==> src/rtl/bp_cce_lce_req_rx.sv <==
// CCE-side receiver for LCE request messages: buffers NoC requests, steers cached and
// uncached traffic to separate consumers, and polices per-LCE outstanding-request credits.
module bp_cce_lce_req_rx
    #(parameter int num_lce_p      = 4,
      parameter int fifo_els_p     = 2,
      parameter int credits_p      = 4,
      parameter int lce_id_width_p = 3,
      parameter int paddr_width_p  = 40,
      parameter int lce_assoc_p    = 8,
      parameter int dword_width_p  = 64,
      localparam int way_id_width_lp = $clog2(lce_assoc_p),
      localparam int lce_cce_req_header_width_lp =
          3 + way_id_width_lp + paddr_width_p + lce_id_width_p + 3,
      localparam int lce_cce_req_width_lp = lce_cce_req_header_width_lp + dword_width_p)
    (input  logic                                   clk_i,
     input  logic                                   reset_n_i,
     input  logic [lce_cce_req_width_lp-1:0]        lce_req_i,
     input  logic                                   lce_req_v_i,
     output logic                                   lce_req_ready_o,
     output logic [lce_cce_req_header_width_lp-1:0] cached_req_o,
     output logic                                   cached_req_v_o,
     input  logic                                   cached_req_yumi_i,
     output logic [lce_cce_req_width_lp-1:0]        uc_req_o,
     output logic                                   uc_req_v_o,
     input  logic                                   uc_req_yumi_i,
     input  logic                                   done_v_i,
     input  logic [lce_id_width_p-1:0]              done_lce_i,
     output logic [num_lce_p-1:0]                   pending_o,
     output logic                                   error_o);

    typedef enum logic [2:0] {
        e_lce_req_type_rd    = 3'd0,
        e_lce_req_type_wr    = 3'd1,
        e_lce_req_type_uc_rd = 3'd2,
        e_lce_req_type_uc_wr = 3'd3
    } bp_lce_cce_req_type_e;

    typedef struct packed {
        logic [2:0]                  size;
        logic [way_id_width_lp-1:0]  lru_way_id;
        logic [paddr_width_p-1:0]    addr;
        logic [lce_id_width_p-1:0]   src_id;
        bp_lce_cce_req_type_e        msg_type;
    } bp_lce_cce_req_header_s;

    typedef struct packed {
        logic [dword_width_p-1:0] data;
        bp_lce_cce_req_header_s   header;
    } bp_lce_cce_req_s;

    typedef enum logic [1:0] {e_reset, e_ready, e_error} state_e;

    localparam int ptr_width_lp    = $clog2(fifo_els_p);
    localparam int cnt_width_lp    = $clog2(fifo_els_p + 1);
    localparam int credit_width_lp = $clog2(credits_p + 1);

    state_e                     state_r;
    logic                       error_r;
    bp_lce_cce_req_s            mem_r [fifo_els_p];
    logic [ptr_width_lp-1:0]    wr_ptr_r, rd_ptr_r;
    logic [cnt_width_lp-1:0]    fifo_cnt_r;
    logic [credit_width_lp-1:0] count_r [num_lce_p];
    logic [credit_width_lp-1:0] count_n [num_lce_p];
    logic [num_lce_p-1:0]       pending_r, pending_n;

    bp_lce_cce_req_s head;
    logic fifo_empty, fifo_full, ready, enq, deq, good_deq;
    logic head_live, head_cached, head_uc, src_ok, drop;
    logic cached_v, uc_v, yumi_err, credit_err, done_bad, err_now;

    assign head       = mem_r[rd_ptr_r];
    assign fifo_empty = (fifo_cnt_r == '0);
    assign fifo_full  = (fifo_cnt_r == cnt_width_lp'(fifo_els_p));

    // Ready looks only at the registered occupancy, so a full buffer stalls
    // the NoC for one cycle even when the head leaves in the same cycle.
    assign ready = (state_r == e_ready) & ~fifo_full;
    assign enq   = lce_req_v_i & ready;

    // NOTE: every signal written here gets a default first so no latch is inferred.
    always_comb begin
        head_cached = 1'b0;
        head_uc     = 1'b0;
        case (head.header.msg_type)
            e_lce_req_type_rd, e_lce_req_type_wr:       head_cached = 1'b1;
            e_lce_req_type_uc_rd, e_lce_req_type_uc_wr: head_uc     = 1'b1;
            default: ;
        endcase
    end

    assign src_ok    = int'(head.header.src_id) < num_lce_p;
    assign head_live = (state_r == e_ready) & ~fifo_empty;
    assign cached_v  = head_live & head_cached & src_ok;
    assign uc_v      = head_live & head_uc & src_ok;
    // A malformed head is discarded so it cannot wedge the buffer.
    assign drop      = head_live & ~(cached_v | uc_v);
    assign good_deq  = (cached_v & cached_req_yumi_i) | (uc_v & uc_req_yumi_i);
    assign deq       = good_deq | drop;
    assign yumi_err  = (cached_req_yumi_i & ~cached_v) | (uc_req_yumi_i & ~uc_v);
    assign done_bad  = done_v_i & (int'(done_lce_i) >= num_lce_p);
    assign err_now   = drop | yumi_err | credit_err | done_bad;

    always_comb begin
        credit_err = 1'b0;
        for (int i = 0; i < num_lce_p; i++) begin
            logic inc, dec;
            inc = good_deq & (int'(head.header.src_id) == i);
            dec = done_v_i & (int'(done_lce_i) == i);
            count_n[i] = count_r[i];
            if (inc & ~dec) begin
                if (count_r[i] == credit_width_lp'(credits_p))
                    credit_err = 1'b1;
                else
                    count_n[i] = count_r[i] + credit_width_lp'(1);
            end else if (dec & ~inc) begin
                if (count_r[i] == '0)
                    credit_err = 1'b1;
                else
                    count_n[i] = count_r[i] - credit_width_lp'(1);
            end
            pending_n[i] = (count_n[i] != '0);
        end
    end

    // NOTE: state uses non-blocking assignments so every register samples pre-edge values.
    always_ff @(posedge clk_i or negedge reset_n_i) begin
        if (!reset_n_i) begin
            state_r <= e_reset;
            error_r <= 1'b0;
        end else begin
            if (err_now)
                error_r <= 1'b1;
            case (state_r)
                e_reset: state_r <= err_now ? e_error : e_ready;
                e_ready: if (err_now) state_r <= e_error;
                default: state_r <= e_error;
            endcase
        end
    end

    always_ff @(posedge clk_i or negedge reset_n_i) begin
        if (!reset_n_i) begin
            wr_ptr_r   <= '0;
            rd_ptr_r   <= '0;
            fifo_cnt_r <= '0;
            pending_r  <= '0;
            for (int i = 0; i < num_lce_p; i++)
                count_r[i] <= '0;
        end else begin
            if (enq)
                wr_ptr_r <= (wr_ptr_r == ptr_width_lp'(fifo_els_p - 1))
                            ? '0 : wr_ptr_r + ptr_width_lp'(1);
            if (deq)
                rd_ptr_r <= (rd_ptr_r == ptr_width_lp'(fifo_els_p - 1))
                            ? '0 : rd_ptr_r + ptr_width_lp'(1);
            if (enq & ~deq)
                fifo_cnt_r <= fifo_cnt_r + cnt_width_lp'(1);
            else if (deq & ~enq)
                fifo_cnt_r <= fifo_cnt_r - cnt_width_lp'(1);
            pending_r <= pending_n;
            for (int i = 0; i < num_lce_p; i++)
                count_r[i] <= count_n[i];
        end
    end

    // NOTE: the storage array has no reset; an entry is only read after the pointers mark it written.
    always_ff @(posedge clk_i) begin
        if (enq)
            mem_r[wr_ptr_r] <= bp_lce_cce_req_s'(lce_req_i);
    end

    assign lce_req_ready_o = ready;
    assign cached_req_v_o  = cached_v;
    assign uc_req_v_o      = uc_v;
    assign cached_req_o    = cached_v ? head.header : '0;
    assign uc_req_o        = uc_v ? head : '0;
    assign pending_o       = pending_r;
    assign error_o         = error_r;

endmodule

==> config.mk <==
export PLATFORM = sky130hd
export DESIGN_NAME = bp_cce_lce_req_rx
export DESIGN_NICKNAME = d
export VERILOG_FILES = /design/src/rtl/bp_cce_lce_req_rx.sv
export SDC_FILE = /design/constraint.sdc
export NUM_CORES = 1
export LEC_CHECK = 0
export ABC_AREA = 1
export CAP_MARGIN = 20
export CORE_ASPECT_RATIO = 1.75
export CORE_UTILIZATION = 50
export CTS_CLUSTER_DIAMETER = 100
export DETAILED_ROUTE_END_ITERATION = 7
export DONT_BUFFER_PORTS = 1
export PLACE_DENSITY = 0.75
export REMOVE_ABC_BUFFERS = 1
export SLEW_MARGIN = 20
export SYNTH_ARGS = -nofsm -noshare
export SYNTH_HDL_FRONTEND = slang
export SYNTH_SLANG_ARGS = --single-unit
==> constraint.sdc <==
create_clock -name clk_i -period 6.25 [get_ports clk_i]
set_input_delay 0.625 -clock clk_i [delete_from_list [all_inputs] [get_ports clk_i]]
set_output_delay 0.625 -clock clk_i [all_outputs]
set_load 0.05 [all_outputs]
==> metrics.yaml <==
sta:
  fin_crit_ns: 5.21
  setup_viol: 0
  clock_skew_ns: 0.00538
  hold_viol_final: 0
  slew_headroom_pct: 29.5
  setup_tns_ns: 0
  drv_slew: 0
  max_clock_freq_ghz: 0.192
  rsz0062_at_grt: "false"
  period_share_pct: 83.3
  fin_ws_ns: 1.04
  hold_slack_ns: 0.218
  worst_pin_slew_ns: 1.05
setup_path:
  r2r_setup_slack_ns: 2.62
  critPathLaunchType: "flip-flop"
  r2r-start: "rd_ptr_r"
  worstPathRequired_ns: 5.62
  end_kind: "output port"
  crit_type: "flip-flop to output port"
  worstReg2RegEnd: "state_r[1]"
  worstPathMaxFanout: 71
  worstRegToRegCells: 13
  cp_data_arrival_time_ns: 4.58
place:
  placed_cells: 1185
  dp_slack_ns: 1.56
  gp_congestion: 0.786
  port_buffers: 0
  dp_hpwl_mm: 15.5
power:
  power_frac_seq_pct: 55.1
  clockPowerShare_pct: 36.5
  p_sw_share_pct: 22.6
  intPower_mw: 2.78
  peakVddDrop_v: 0.000255
  p_switching_uw: 814
  p_comb_share_pct: 8.5
  power_density_nw_per_um2: 296
  leakagePower_nw: 5.04
yosys:
  syn_area_per_cell_sq_um: 11.9
  synth_cells: 899
  synth_common_cells: "232 x edfxtp_1, 209 x nand2_1, 122 x nor2_1, 78 x a21oi_1, 53 x inv_1"
  yosysMostFrequentCell: "edfxtp_1"
  yosys-top-cells-area: "edfxtp_1 65%, nand2_1 7.3%, dfrtp_1 5.4%, mux2i_1 4.4%, nor2_1 4.3%"
  syn_area_sq_um: 10700
  ys_ff_latch: 255
  synth-main-ff-cell: "edfxtp_1"
  ys_warn_count: 0
  ys_seq_area_share_pct: 70.6
  async_flop_share_pct: 9.02
  synth.top_cell.area_share_pct: 65.2
  synth_edf_count: 232
  synth_cell_types: 35
  synth_top_area_cell: "edfxtp_1"
job:
  cap_viol_max_count: 0
drt:
  drt_iter0_markers: 277
  drc: 0
  via_per_inst: 5.41
  wl_per_cell_microns: 18.5
  wirelength_mm: 22.6
  vias: 6631
  drt_pre_antenna_iters: 4
  drtAntennaViolNets: 0
floorplanning:
  die_width_microns: 113
  die_h_microns: 195
  core_area_sq_um: 20900
  ios: 301
  num_rows: 70
  start_util_pct: 51.0
  dieArea_sq_um: 22000
final_layout:
  final_cells: 1226
  fillers: 1678
  multiInputGateArea_sq_um: 2760
  antennaDiodeCount: 0
  regArea_sq_um: 7550
  syn2layout_area_growth_pct: 13.5
  nets: 1097
  drive_gt1_share_pct: 13.3
grt:
  grt_pass1_wl_mm: 33.4
  antenna_found_initial: 0
  grt_max_degree: 72
  grt_overflow: 0
  grt.total_usage_pct: 20.1
  first_global_vias: 6314
clock_network:
  numCtsBuffers: 22
  clock_insertion_delay_worst_skew_ns: 0.50
  cts_tree: "yes"
  post_cts_buffers: 0
  cts_hold_buf: 2
  clock_sinks: 255
  clk_pin_slew_ns: 0.07
  cts_buffer_depth: 3
  root_buffer: "clkbuf_16"
  htreeDepth: 1
  cts_resized: 0
worst_hold_path:
  hold_class: "primary input to flip-flop"
  min_delay_path_depth: 0
  holdCritStartpoint: "lce_req_i[11]"
  whs_endpoint: "mem_r[0][11]"
status:
  status: "completed"
[final cells by class]
type                       instances  share of cell area, %
clock buffer                      28                   4.90
clock inverter                    11                  0.856
inverter                          57                   1.80
timing repair buffer              75                   4.87
tap                              252                   2.60
sequential                       255                   62.2
multi-input combinational        548                   22.8
[layout by cell type, fill, tap and decap left out, types with 2 or more instances in the layout]
cell,synthesis,routed
mux2i_1,47,47
nand3b_1,2,2
or2_0,2,2
nor2_1,122,120
o21ai_0,5,5
nand2_2,6,7
clkinv_2,0,6
clkbuf_16,0,23
nand4_1,4,4
a21oi_1,78,78
inv_2,3,2
nor2_4,1,3
or2_1,2,2
xnor2_1,3,3
buf_12,0,2
xor2_1,3,3
dfrtp_1,23,22
nand2_1,209,208
ha_1,13,13
or2_2,4,4
nor2_2,2,2
conb_1,1,5
clkinv_1,0,3
bufinv_16,0,2
nor3_1,2,2
edfxtp_1,232,232
inv_1,53,53
nand3_1,31,31
clkbuf_1,23,5
buf_4,7,72
[logic make-up (layout without fill, tap and decap cells)]
kind of cell	Yosys count	count (layout)	synth area share (%)
other	1	5	0.0351
xor gates and xnor gates	6	6	0.492
muxes	47	47	4.40
and+or+nand+nor	390	390	14.9
AOI/OAI and AO/OA	87	87	4.16
DFF	255	255	70.6
buffers and inverters	100	171	3.89
adders and majority gates	13	13	1.52
[worst max path at each step]
stage	from	end	slack (ns)	cells after the start
after floorplan	rd_ptr_r	uc_req_o[100]	-0.55	8
after global placement	rd_ptr_r	uc_req_o[21]	1.65	9
after detailed placement	rd_ptr_r	uc_req_o[34]	1.56	9
after CTS	rd_ptr_r	uc_req_o[34]	1.01	9
after global routing	rd_ptr_r	uc_req_o[34]	0.77	9
final	rd_ptr_r	uc_req_o[34]	1.04	9
[power by group through the flow]
stage | Sequential, mW | Clock [mW] | Combinational (mW)
final | 1.98 | 1.31 | 0.304
after global routing | 1.98 | 1.40 | 0.355
after CTS | 1.98 | 1.34 | 0.307
after detailed placement | 2.02 | 0 | 0.301
after global placement | 2.01 | 0 | 0.286
after floorplan | 2.00 | 0 | 0.250
[flip-flops by register name (all words and copies together), names as in the netlist]
signal and cells:
mem_r 232, count_r 12, pending_o 4, fifo_cnt_r 2, state_r 2, error_o 1, rd_ptr_r 1, wr_ptr_r 1
[layer usage]
layer | vias up | global-route usage, % | part of all wire [%]
met2 | 258 | 37.4 | 55
met5 | - | 0 | 0
met4 | 0 | 8.49 | 3.8
met1 | 3167 | 21.5 | 34
met3 | 47 | 4.66 | 7.5
li1 | 3159 | - | -
[worst max-delay path, stage by stage (launching register included)]
cell      delay, ns
dfrtp_4        0.95
inv_4          0.50
nand2_2        0.19
nand2_2        0.08
nor2_4         0.16
inv_1          0.09
nor3_4         0.49
clkinv_2       0.31
buf_4          0.38
nor2_1         0.80
[metrics by stage]
step           area (sq um)  utilization [%]  power [mW]
5_1_grt               12100             57.9        3.74
2_1_floorplan         10500                -        2.25
4_1_cts               12100             57.9        3.63
3_3_place_gp          11400             54.4        2.30
6_report              12100             57.9        3.59
3_5_place_dp          11400             54.5        2.32
(Power assumes the default switching activity.)
